File: config.mk
export PLATFORM = sky130hd
export DESIGN_NAME = stopwatch_display
export DESIGN_NICKNAME = d
export VERILOG_FILES = /design/src/rtl/stopwatch_display_pkg.sv /design/src/rtl/stopwatch_display_seg7_decoder.sv /design/src/rtl/stopwatch_display.sv
export SDC_FILE = /design/constraint.sdc
export NUM_CORES = 1
export LEC_CHECK = 0
export ABC_AREA = 1
export CORE_ASPECT_RATIO = 0.6
export CORE_MARGIN = 2
export CORE_UTILIZATION = 40
export CTS_BUF_LIST = sky130_fd_sc_hd__clkbuf_4
export CTS_CLUSTER_SIZE = 12
export DETAILED_ROUTE_END_ITERATION = 10
export GPL_TIMING_DRIVEN = 1
export PLACE_DENSITY_LB_ADDON = 0.1
export SLEW_MARGIN = 5
export SYNTH_ARGS = -nofsm -noshare
export SYNTH_HDL_FRONTEND = slang
export SYNTH_SLANG_ARGS = --single-unit
File: constraint.sdc
create_clock -name clk -period 2.4 [get_ports clk]
set_input_delay 0.48 -clock clk [delete_from_list [all_inputs] [get_ports clk]]
set_output_delay 0.48 -clock clk [all_outputs]
set_load 0.01 [all_outputs]
File: src/rtl/stopwatch_display_pkg.sv
// rtl/stopwatch_display_pkg.sv - segment, anode and field-select constants for the stopwatch display
package stopwatch_display_pkg;

  // Active-low segment patterns, bit order {g,f,e,d,c,b,a}
  localparam logic [6:0] SEG_0     = 7'b1000000;
  localparam logic [6:0] SEG_1     = 7'b1111001;
  localparam logic [6:0] SEG_2     = 7'b0100100;
  localparam logic [6:0] SEG_3     = 7'b0110000;
  localparam logic [6:0] SEG_4     = 7'b0011001;
  localparam logic [6:0] SEG_5     = 7'b0010010;
  localparam logic [6:0] SEG_6     = 7'b0000010;
  localparam logic [6:0] SEG_7     = 7'b1111000;
  localparam logic [6:0] SEG_8     = 7'b0000000;
  localparam logic [6:0] SEG_9     = 7'b0010000;
  localparam logic [6:0] SEG_BLANK = 7'b1111111;

  // Active-low, one-hot-low anode patterns per scan slot
  localparam logic [3:0] AN_SEC_R = 4'b1110;
  localparam logic [3:0] AN_SEC_L = 4'b1101;
  localparam logic [3:0] AN_MIN_R = 4'b1011;
  localparam logic [3:0] AN_MIN_L = 4'b0111;
  localparam logic [3:0] AN_OFF   = 4'b1111;

  // Field codes carried on adj_sel; any other code selects nothing
  localparam logic [2:0] SEL_MIN = 3'd0;
  localparam logic [2:0] SEL_SEC = 3'd1;

  // Scan slot order, rightmost digit first
  typedef enum logic [1:0] {
    SLOT_SEC_R = 2'd0,
    SLOT_SEC_L = 2'd1,
    SLOT_MIN_R = 2'd2,
    SLOT_MIN_L = 2'd3
  } slot_t;

  // Anode pattern for a scan slot
  function automatic logic [3:0] anode_for(input slot_t slot);
    case (slot)
      SLOT_SEC_R: anode_for = AN_SEC_R;
      SLOT_SEC_L: anode_for = AN_SEC_L;
      SLOT_MIN_R: anode_for = AN_MIN_R;
      default:    anode_for = AN_MIN_L;
    endcase
  endfunction

endpackage

File: src/rtl/stopwatch_display_seg7_decoder.sv
// rtl/stopwatch_display_seg7_decoder.sv - BCD digit to active-low 7-segment pattern, blank above 9
module seg7_decoder
  import stopwatch_display_pkg::*;
(
  input  logic [4:0] digit,
  output logic [6:0] seg
);

  // Table lookup; anything outside 0..9 goes dark
  always_comb begin
    seg = SEG_BLANK;
    case (digit)
      5'd0: seg = SEG_0;
      5'd1: seg = SEG_1;
      5'd2: seg = SEG_2;
      5'd3: seg = SEG_3;
      5'd4: seg = SEG_4;
      5'd5: seg = SEG_5;
      5'd6: seg = SEG_6;
      5'd7: seg = SEG_7;
      5'd8: seg = SEG_8;
      5'd9: seg = SEG_9;
      default: seg = SEG_BLANK;
    endcase
  end

endmodule

File: src/rtl/stopwatch_display.sv
// rtl/stopwatch_display.sv - MM:SS multiplexed 7-seg driver with adjust blink; option LEADING_ZERO_BLANK_EN
module stopwatch_display
  import stopwatch_display_pkg::*;
#(
  parameter int REFRESH_W = 18,
  parameter int BLINK_DIV = 20000000
) (
  input  logic       clk,
  input  logic       btn_reset,
  input  logic       adj,
  input  logic [2:0] adj_sel,
  input  logic [4:0] min_l,
  input  logic [4:0] min_r,
  input  logic [4:0] sec_l,
  input  logic [4:0] sec_r,
  output logic [6:0] seg,
  output logic [3:0] an,
  output logic [6:0] Led
);

  localparam int BLINK_W = (BLINK_DIV > 1) ? $clog2(BLINK_DIV) : 1;
  localparam logic [BLINK_W-1:0] BLINK_LAST = BLINK_W'(BLINK_DIV - 1);

  logic [REFRESH_W-1:0] scan_cnt;
  slot_t                scan_idx;
  logic [BLINK_W-1:0]   blink_cnt;
  logic                 blink_hidden;

  logic [4:0] digit;
  logic [3:0] an_slot;
  logic       in_field;
  logic       adj_blank;
  logic [6:0] seg_dec;
  logic [6:0] seg_next;
  logic [3:0] an_next;

  seg7_decoder u_decoder (
    .digit (digit),
    .seg   (seg_dec)
  );

  // Free-running refresh counter; the scan slot steps on its wrap
  always_ff @(posedge clk) begin
    if (btn_reset) begin
      scan_cnt <= '0;
      scan_idx <= SLOT_SEC_R;
    end else begin
      scan_cnt <= scan_cnt + 1'b1;
      if (&scan_cnt) begin
        scan_idx <= slot_t'(scan_idx + 2'd1);
      end
    end
  end

  // Blink phase generator; runs whether or not adjust is active
  always_ff @(posedge clk) begin
    if (btn_reset) begin
      blink_cnt    <= '0;
      blink_hidden <= 1'b0;
    end else if (blink_cnt == BLINK_LAST) begin
      blink_cnt    <= '0;
      blink_hidden <= ~blink_hidden;
    end else begin
      blink_cnt    <= blink_cnt + 1'b1;
    end
  end

  // Select the digit for the current slot and decide whether it is adjust-blanked
  always_comb begin
    digit    = sec_r;
    in_field = 1'b0;
    case (scan_idx)
      SLOT_SEC_R: begin
        digit    = sec_r;
        in_field = (adj_sel == SEL_SEC);
      end
      SLOT_SEC_L: begin
        digit    = sec_l;
        in_field = (adj_sel == SEL_SEC);
      end
      SLOT_MIN_R: begin
        digit    = min_r;
        in_field = (adj_sel == SEL_MIN);
      end
      default: begin
        digit    = min_l;
        in_field = (adj_sel == SEL_MIN);
      end
    endcase
    an_slot   = anode_for(scan_idx);
    adj_blank = adj && blink_hidden && in_field;
  end

  // Next-state values for the pin registers
  always_comb begin
    seg_next = seg_dec;
    an_next  = adj_blank ? AN_OFF : an_slot;
`ifdef LEADING_ZERO_BLANK_EN
    if ((scan_idx == SLOT_MIN_L) && (min_l == 5'd0)) begin
      seg_next = SEG_BLANK;
    end
`else
    seg_next = seg_dec;
`endif
  end

  // Registered board outputs
  always_ff @(posedge clk) begin
    if (btn_reset) begin
      seg <= SEG_BLANK;
      an  <= AN_OFF;
      Led <= 7'b0000000;
    end else begin
      seg <= seg_next;
      an  <= an_next;
      Led <= {adj, 3'b000, adj_sel};
    end
  end

endmodule

; ---- After elaboration in Yosys (flattened, before gate mapping)
; Memories as Yosys holds them, arrays and structs flattened. A register that Yosys moved wholly into a read port is not among the register bits.
; Cells that the tools add are included.
[classes]
addsub = 3
mul = 0
div = 0
order_cmp = 0
eq_ne = 4
n_shift = 0
muxes = 3
bitwise = 1
n_reduce_logical = 9
[ops]
columns = cell, n
row1 = $add 25x1->25 const B, 1
row2 = $eq 25x25->1 const B, 1
row3 = $add 18x1->18 const B, 1
row4 = $reduce_and 18->1, 1
row5 = $pmux 5 s3, 1
row6 = $pmux 4 s3, 1
row7 = $reduce_or 2->1, 4
row8 = $eq 3x1->1 const B, 1
row9 = $logic_not 3->1, 1
row10 = $add 2x1->2 const B, 1
row11 = $eq 2x1->1 const B, 1
row12 = $eq 2x2->1 const B, 1
row13 = $logic_and 1x1->1, 2
row14 = $logic_not 2->1, 1
row15 = $mux 1, 1
row16 = $not 1->1, 1
[totals]
register_bits = 57
latch_bits = 0
ram_bits = 0
rom_bits = 112
in_bits = 26
word_cells = 28
n_memories = 1
[memory_table]
columns = name, depth, width, read_ports, rd_clocked_by_memory_dff, write_ports, line_no
row1 = (no name shown), 16, 7, 1, 1, 0, stopwatch_display_seg7_decoder.sv:12  ; case (digit)

; ---- Longest topological paths before layout
[logic_depth]
depth_word = 5
depth_mapped = 12
ltp_nobuf = 12

; ---- Modules after synthesis
; A second synthesis with hierarchy kept.
[unflattened]
hier_cells = 465
area_unflattened_um2 = 3175.5
[by_module_without_submodules]
columns = module, instances, cells_each, area_each_um2, seq_area_each_um2
row1 = stopwatch_display, 1, 428, 2966.6, 1221.2
row2 = seg7_decoder, 1, 37, 209.0, 0.0

; ---- Worst setup path after synthesis
; No wires, ideal clock.
[synth_timing]
path_type = reg-to-reg
start = register scan_idx[0]
end = register seg[3]
setup_time_ps = 119
arrival_time_ps = 1638
t_required_ps = 2281
slack_ps = 643
path_stages_with_launch = 12
n_path_buf = 0
period_less_slack_ps = 1757
cell_sequence = dfxtp_1 > inv_1 > ha_1 > nand2_1 > nand2_1 > o21ai_4 > inv_1 > ha_1 > nand2_1 > nand2_1 > nand2_1 > nand2_1
[synth_between]
elab_chain_cells = 3
[synth_rtl]
columns = item, line_no
row1 = from (decl), stopwatch_display.sv:25  ; slot_t scan_idx;
row2 = from (signal assigned), stopwatch_display.sv:50  ; scan_idx <= slot_t'(scan_idx + 2'd1);
row3 = "$eq 2x2->1, or another cell as far along", stopwatch_display.sv:72  ; case (scan_idx)
row4 = $pmux 5 s3 *, stopwatch_display.sv:72
row5 = $reduce_or 2->1 (no line), -
row6 = to (decl), stopwatch_display.sv:16  ; output logic [6:0] seg,
; Mark *: on every way between the ends. The rest lies on a longest branch, timed or not.
; A chain may end at the register's enable or synchronous reset.

; ---- Final worst setup path
; Ends and elaborated chain as after synthesis.

==> results.md <==
- Finished Layout Cells: 610
- Initial antenna violation count: 0
- Clock-pin transition on the worst setup and hold timing paths: 0.11 ns
- Worst-Skew Late Latency: slightly above 0.4 ns
- Max-cap check violation count: 0
- Synth Area in Adders: about 3.6%
- Largest family of logic cells by synthesized area: simple AND/OR/NAND/NOR gates
- Wire per inst: ~12 um
- Fraction of layout cells with a size suffix above 1: under 10%
- Hold Startpoint: blink_cnt[0]
- Hold_buf cts: 0
- Die Y: between 70 and 80 um
- CTS Buf Count: 9
- GRT overflow: 0
- Seq/Total Area, Yosys: between 30% and 40%
- Number of gates resized after CTS: 0
- Leakage: roughly 0.0014 uW
- Ys flop type: dfxtp_1
- Post-CTS Setup Bufs: 0
- Die Area: approximately 8500 um2
- Mapped cell area: ~3100 um2
- Setup-failing EPs final: 0
- First-pass GRT wire length: between 10,000 and 15,000 um
- Port Buffers: 40
- Endpoints failing hold: 0
- Most frequent cells in the layout: 135 x nand2_1, 88 x nor2_1, 61 x dfxtp_1
- DRC Markers: 0
- Largest net degree at the start of global routing: 26
- Via/cell ratio: 4.60
- EDFF count, synth: 0
- WL met2: roughly 2600 um
- # diodes: 0
- Highest Signal Layer: met4
- CTS Sinks: roughly 60
- Setup TNS: 0 ns
- Final clock skew: 0.0149 ns
- CTS tree: yes
- Async S/R FF share, synth: 0%
- Status: completed
- Vias in the first global route: about 2,500
- Die width: around 120 um
- Initial Util: a little over two fifths
- Multi-input logic area: 1680 um2
- Total Wirelength: a little over 7000 um
- GRT Overall Usage: roughly 18%
- Core area: about 7400 um2
- Endpoint of the worst register-to-register path: seg[3]
- Slew Limit Fails: 0
- Min-Delay Endpoint: blink_cnt[0]
- Req. time, crit path: about 2.7 ns
- Clock buffer depth: 2
- GP Congestion: 0.907
- RSZ-0062 raised after global routing: false
- Final Cycle Share: 82.0%
- Highest clock rate: ~0.5 GHz
- H-Tree Depth: 3
- Area Overhead vs Synth: 20.1%
- CTS root buf: clkbuf_4
- Synth unique cells: 39
- Critical path type: reg -> reg
- Worst vdd ir: 0.000282 V
- Synthesis Warnings: 0
- Final core utilization: 50.5%
- Nets@finish: 536
- Sequential Area: about 1200 um2
- Power Dens Cells: ~480 nW/um2
- Final worst path period need: roughly 2.0 ns
- Final ANT Viol Nets: 0
- Commonest non-fill, non-tap cell in the layout: nand2_1
- Synth Area in Compound Gates: between 6 and 7%
- Cells after DPL: approximately 590
- Fill cell count: between 700 and 800
- Register-to-Register Setup Slack: 0.43 ns
- Largest fanout on the critical path: 8
- Arr. time, crit path: 2.26 ns
- Multiplexer share of the synthesized area: 0%
- WL met1: between 3000 and 4000 um
- Syn_area_per_cell: 6.89 um2
- DR iter-0 viols: 215
- Overall Power: 1780 uW
- Area share of and/or/nand/nor cells after synthesis: a little under 40%
- Mapped Cells: ~450
- Ports: 44
- Worst Setup End Kind: register
- DR WL met3: around 450 um
- Drt pass-1 iters: 5
- Worst setup SP type: register
- Synthesis-stage register bit count: 61
- Via Count: roughly 2,800
- Site Rows: 24
- FF-to-FF path depth: 10
- Worst hold path type: reg -> reg
- Final HPWL DP: ~5600 um
- Synth Area in XOR/XNOR: approximately 4.8%
- Origin of the critical flop-to-flop path: scan_idx[0]
- Hold Path Depth: 1
==> registers in the layout (all words and copies together) (netlist names) <==
register and count:
Led 4, an 4, blink_cnt 25, blink_hidden 1, scan_cnt 18, scan_idx 2
seg 7
==> Yosys cell counts (2+ instances only) <==
cell type / n / area, um2
nand2_2: 3 / 18.8
nor3_1: 5 / 25.0
ha_1: 9 / 113
buf_6: 2 / 22.5
buf_4: 3 / 22.5
dfxtp_1: 61 / 1220
nor2_2: 6 / 37.5
nand2_4: 2 / 22.5
nor2_1: 88 / 330
xor2_1: 11 / 96.3
nand3_2: 3 / 30.0
o21ai_0: 4 / 20.0
nand2_1: 135 / 507
inv_1: 40 / 150
nand3b_1: 6 / 45.0
a21oi_1: 22 / 110
nand3_1: 23 / 115
xnor2_1: 6 / 52.6
o21a_1: 2 / 15.0
==> how the worst max path moves through the flow <==
stage / depth (start not counted) / endpoint / start / slack [ns]
5_1_grt: 11 / seg[3] / scan_idx[0] / 0.20
4_1_cts: 11 / seg[3] / scan_idx[0] / 0.41
2_1_floorplan: 11 / seg[3] / scan_idx[0] / 0.64
6_report: 10 / seg[3] / scan_idx[0] / 0.43
3_5_place_dp: 9 / seg[3] / min_l[1] / 0.33
3_3_place_gp: 9 / seg[3] / min_l[1] / 0.36
==> power by group <==
| part | switching, uW | internal, uW |
|---|---|---|
| logic | 72.7 | 79.8 |
| registers | 9.06 | 1030 |
| clock network | 384 | 203 |
| total | 466 | 1310 |
==> critical path, cell delays in order (launching register included) <==
cell	delay, ns
dfxtp_1	0.40
ha_1	0.27
inv_2	0.11
or2_2	0.31
o21ai_4	0.11
inv_1	0.11
ha_1	0.32
nand2_1	0.08
nand2_1	0.05
nand2_1	0.05
nand2_1	0.04
==> layer usage <==
layer	global-route usage, %	vias to the layer above
li1	-	1504
met1	27.8	1222
met2	22.9	72
met3	5.11	10
met4	6.83	0
met5	0	-
==> per-stage QoR <==
stage                     setup WS, ns  area (um2)  hold slack, ns
final                            0.433        3730           0.462
after global routing             0.202        3730           0.494
after CTS                        0.414        3730           0.469
after detailed placement         0.326        3620           0.449
after global placement           0.356        3620           0.430
after floorplan                  0.643        3110           0.417
==> layout make-up <==
| cell class | count | share of cell area (%) |
|---|---|---|
| Timing Repair Buffer | 44 | 11.5 |
| Sequential cell | 61 | 32.7 |
| Inverter | 43 | 4.36 |
| Clock buffer | 9 | 1.81 |
| Multi-Input combinational cell | 342 | 44.9 |
| Tap cell | 104 | 3.49 |
| Clock inverter | 7 | 1.14 |
==> logic make-up after synthesis <==
group,count (synthesis)
and+or+nand+nor,281
DFF,61
buffers and inverters,50
AOI/OAI and AO/OA,32
xor gates and xnor gates,17
adders and majority gates,9
other,1
Power figures use the tool's default switching activity.
==> RTL edit, RTL diff (same settings) <==
Add a define of `LEADING_ZERO_BLANK_EN`.
--- a/src/rtl/stopwatch_display.sv
+++ b/src/rtl/stopwatch_display.sv
@@ -1,2 +1,4 @@
 // rtl/stopwatch_display.sv - MM:SS multiplexed 7-seg driver with adjust blink; option LEADING_ZERO_BLANK_EN
+`define LEADING_ZERO_BLANK_EN
+
 module stopwatch_display
Check against the original RTL: no difference found for any inputs over 10 cycles, from zero or initial values and one cycle with btn_reset high; that may be too few to reach the edited logic, so the function may still have changed.
==> RTL edit against the unedited design <==
Setup slack better by 0.0084 ns. Area after synthesis is 1.0% lower. Total power is 0.56% lower. Die area is 0.96% lower. Synthesized cell count is 2.7% lower. Sequential cell count stayed put. Final area is 1.8% lower. Wire length is 2.9% lower. Largest cell class unchanged.
==> RTL edit: results (changes against the unedited design) <==
The detailed-placement wirelength estimate was 5.225 mm (-6.4%). The total clock buffers created by CTS was 9 (unchanged); the first-pass iteration count of the detailed router was 5 (unchanged). The family with the most delay on the worst path was adder cells. The async set-reset flop share out of synthesis works out to 0% (unchanged). Number of library cell types mapped by synthesis: 37 (-5.1%). By count the netlist is led by nand2_1 (127), nor2_1 (80), dfxtp_1 (61), inv_1 (40), nand3_1 (22). The tools report the maximum level of the CTS H-tree as 3 (unchanged).

The cell type of the slowest stage on the worst timing path was dfxtp_1. The logs give 0.01694 ns (+0.002000 ns) for the worst setup skew after layout and 2373 (-5.3%) for the via count of the first global-routing pass. The post-CTS repair timing setup buffer count came out at 0 (unchanged). The fill cell instance count of the final layout is 750 (-0.53%). The clock latency reported for the late side of the worst-skew pair came out at 0.41 ns (about the same). The clock transition at the registers of the reported paths was 0.10 ns. The routed length per placed instance is 11.62 um (about the same), and the count of warnings emitted by yosys is 0 (unchanged). The antenna cell count was 0 (unchanged).

For the largest buffer count on any clock path, the log shows 2 (unchanged). In the final layout, the registers with the most flip-flops are blink_cnt: 25 flops, scan_cnt: 18 flops, seg: 7 flops. The run finished with clean final reports.

The worst hold-check slack was 0.4526 ns (-0.009318 ns); the number of antenna violations at the first check in global routing was 0 (unchanged). Number of vias per cell after detailed routing: 4.528 (-1.6%). The cell sitting at the root of the clock tree is a clkbuf_4. Sorting the synthesized cells by area gives the leading types as dfxtp_1 (40%), nand2_1 (16%), nor2_1 (9.8%).

The worst hold path depth is 1 (unchanged), and the global routing usage summed across all routing layers is 17.92% (-0.035 points). The run gives 0.8286 (-8.7%) as the final estimated routing congestion in global placement. The tools report the end point of the worst hold path as scan_cnt[0]$_SDFF_PP0_. The tightest min-delay check is of the reg2reg type.

The run gives 26 (unchanged) as the maximum number of pins on one net before global-route repair. Data arrives at the worst endpoint at 2.27 ns. The global-route wire length before repair is 11.50 mm (-4.1%). The quantity of gates resized following cts came out at 0 (unchanged). Largest voltage drop on the vdd net: 285.5 uV (+1.1%).

STA classifies the critical path endpoint as a register. The reported leakage power is 0.001408 uW (+0.12%), and the starting DRC count in detailed routing is 211 (-1.9%). The proportion of layout cells with a drive suffix above 1 was 8.589% (+0.49 points). The tools report the endpoint of the worst-slack reg-to-reg timing path as seg[5]$_SDFF_PP1_. The final global-route overflow total was 0 (unchanged); the worst-case register-to-register setup slack was 0.44 ns. The worst hold path begins at scan_cnt[0]$_SDFF_PP0_. Quantity of I/O buffers inserted on ports: 40 (unchanged). The logs give 521 (-2.8%) for the total number of nets in the final design and 39.72% (+0.40 points) for the part of the Yosys area used for sequential elements.

Tracing the worst setup path back leads to its startpoint at scan_idx[0]$_SDFFE_PP0P_. The stage delay of the slowest cell on the critical path works out to 0.40 ns (about the same). The largest fanout on the critical path came out at 7 (-1).
RTL edit: cell count changes after synthesis, moves of 2 or more:
cell,delta
nor3_1,-2
nor2_4,+2
nand2_1,-8
inv_2,+2
nor2_1,-8
o21ai_0,+2
nand4_1,+2
RTL edit: cell families after synthesis:
kind of cell,share of synthesized area [%]
AND/OR/NAND/NOR,38.58
other,0.1220
XOR/XNOR,4.843
adder cells (fa/ha/maj),3.663
AO/OA/AOI/OAI,6.105
buffers and inverters,6.960
flip-flops,39.72
RTL edit: metrics by stage:
| stage | area [um2] | total power (uW) | utilization, % | setup WS (ns) | std cells |
|---|---|---|---|---|---|
| floorplan | 3082 | 1140 | - | 0.6942 | 441 |
| global placement | 3567 | 1213 | 48.49 | 0.3671 | 579 |
| detailed placement | 3567 | 1214 | 48.49 | 0.3827 | 579 |
| CTS | 3665 | 1794 | 49.81 | 0.4426 | 593 |
| global route | 3665 | 1847 | 49.81 | 0.2180 | 593 |
| finish | 3665 | 1769 | 49.81 | 0.4414 | 593 |
RTL edit: layer usage:
metal	up-vias	global-route usage [%]	wire length, um
met4	0	7.974	106
met2	71	21.14	2319
met3	9	4.845	555
li1	1462	-	-
met5	-	0	0
met1	1143	29.00	3907
RTL edit: area by class of cell:
class	count	area [um2]	area share, %
clock buffer	11	82.58	2.253
clock inverter	3	15.01	0.4097
inverter	43	161.4	4.404
multi-input combinational	330	1647	44.93
sequential	61	1221	33.32
tap	104	130.1	3.551
timing repair buffer	41	407.9	11.13
RTL edit: where the power goes:
| group | total, uW | internal [uW] | leakage (uW) | switching, uW |
|---|---|---|---|---|
| Clock | 578 | 220 | 0.0000623 | 357 |
| Sequential | 1040 | 1030 | 0.000495 | 9.28 |
| Combinational | 151 | 79.4 | 0.000850 | 72.0 |
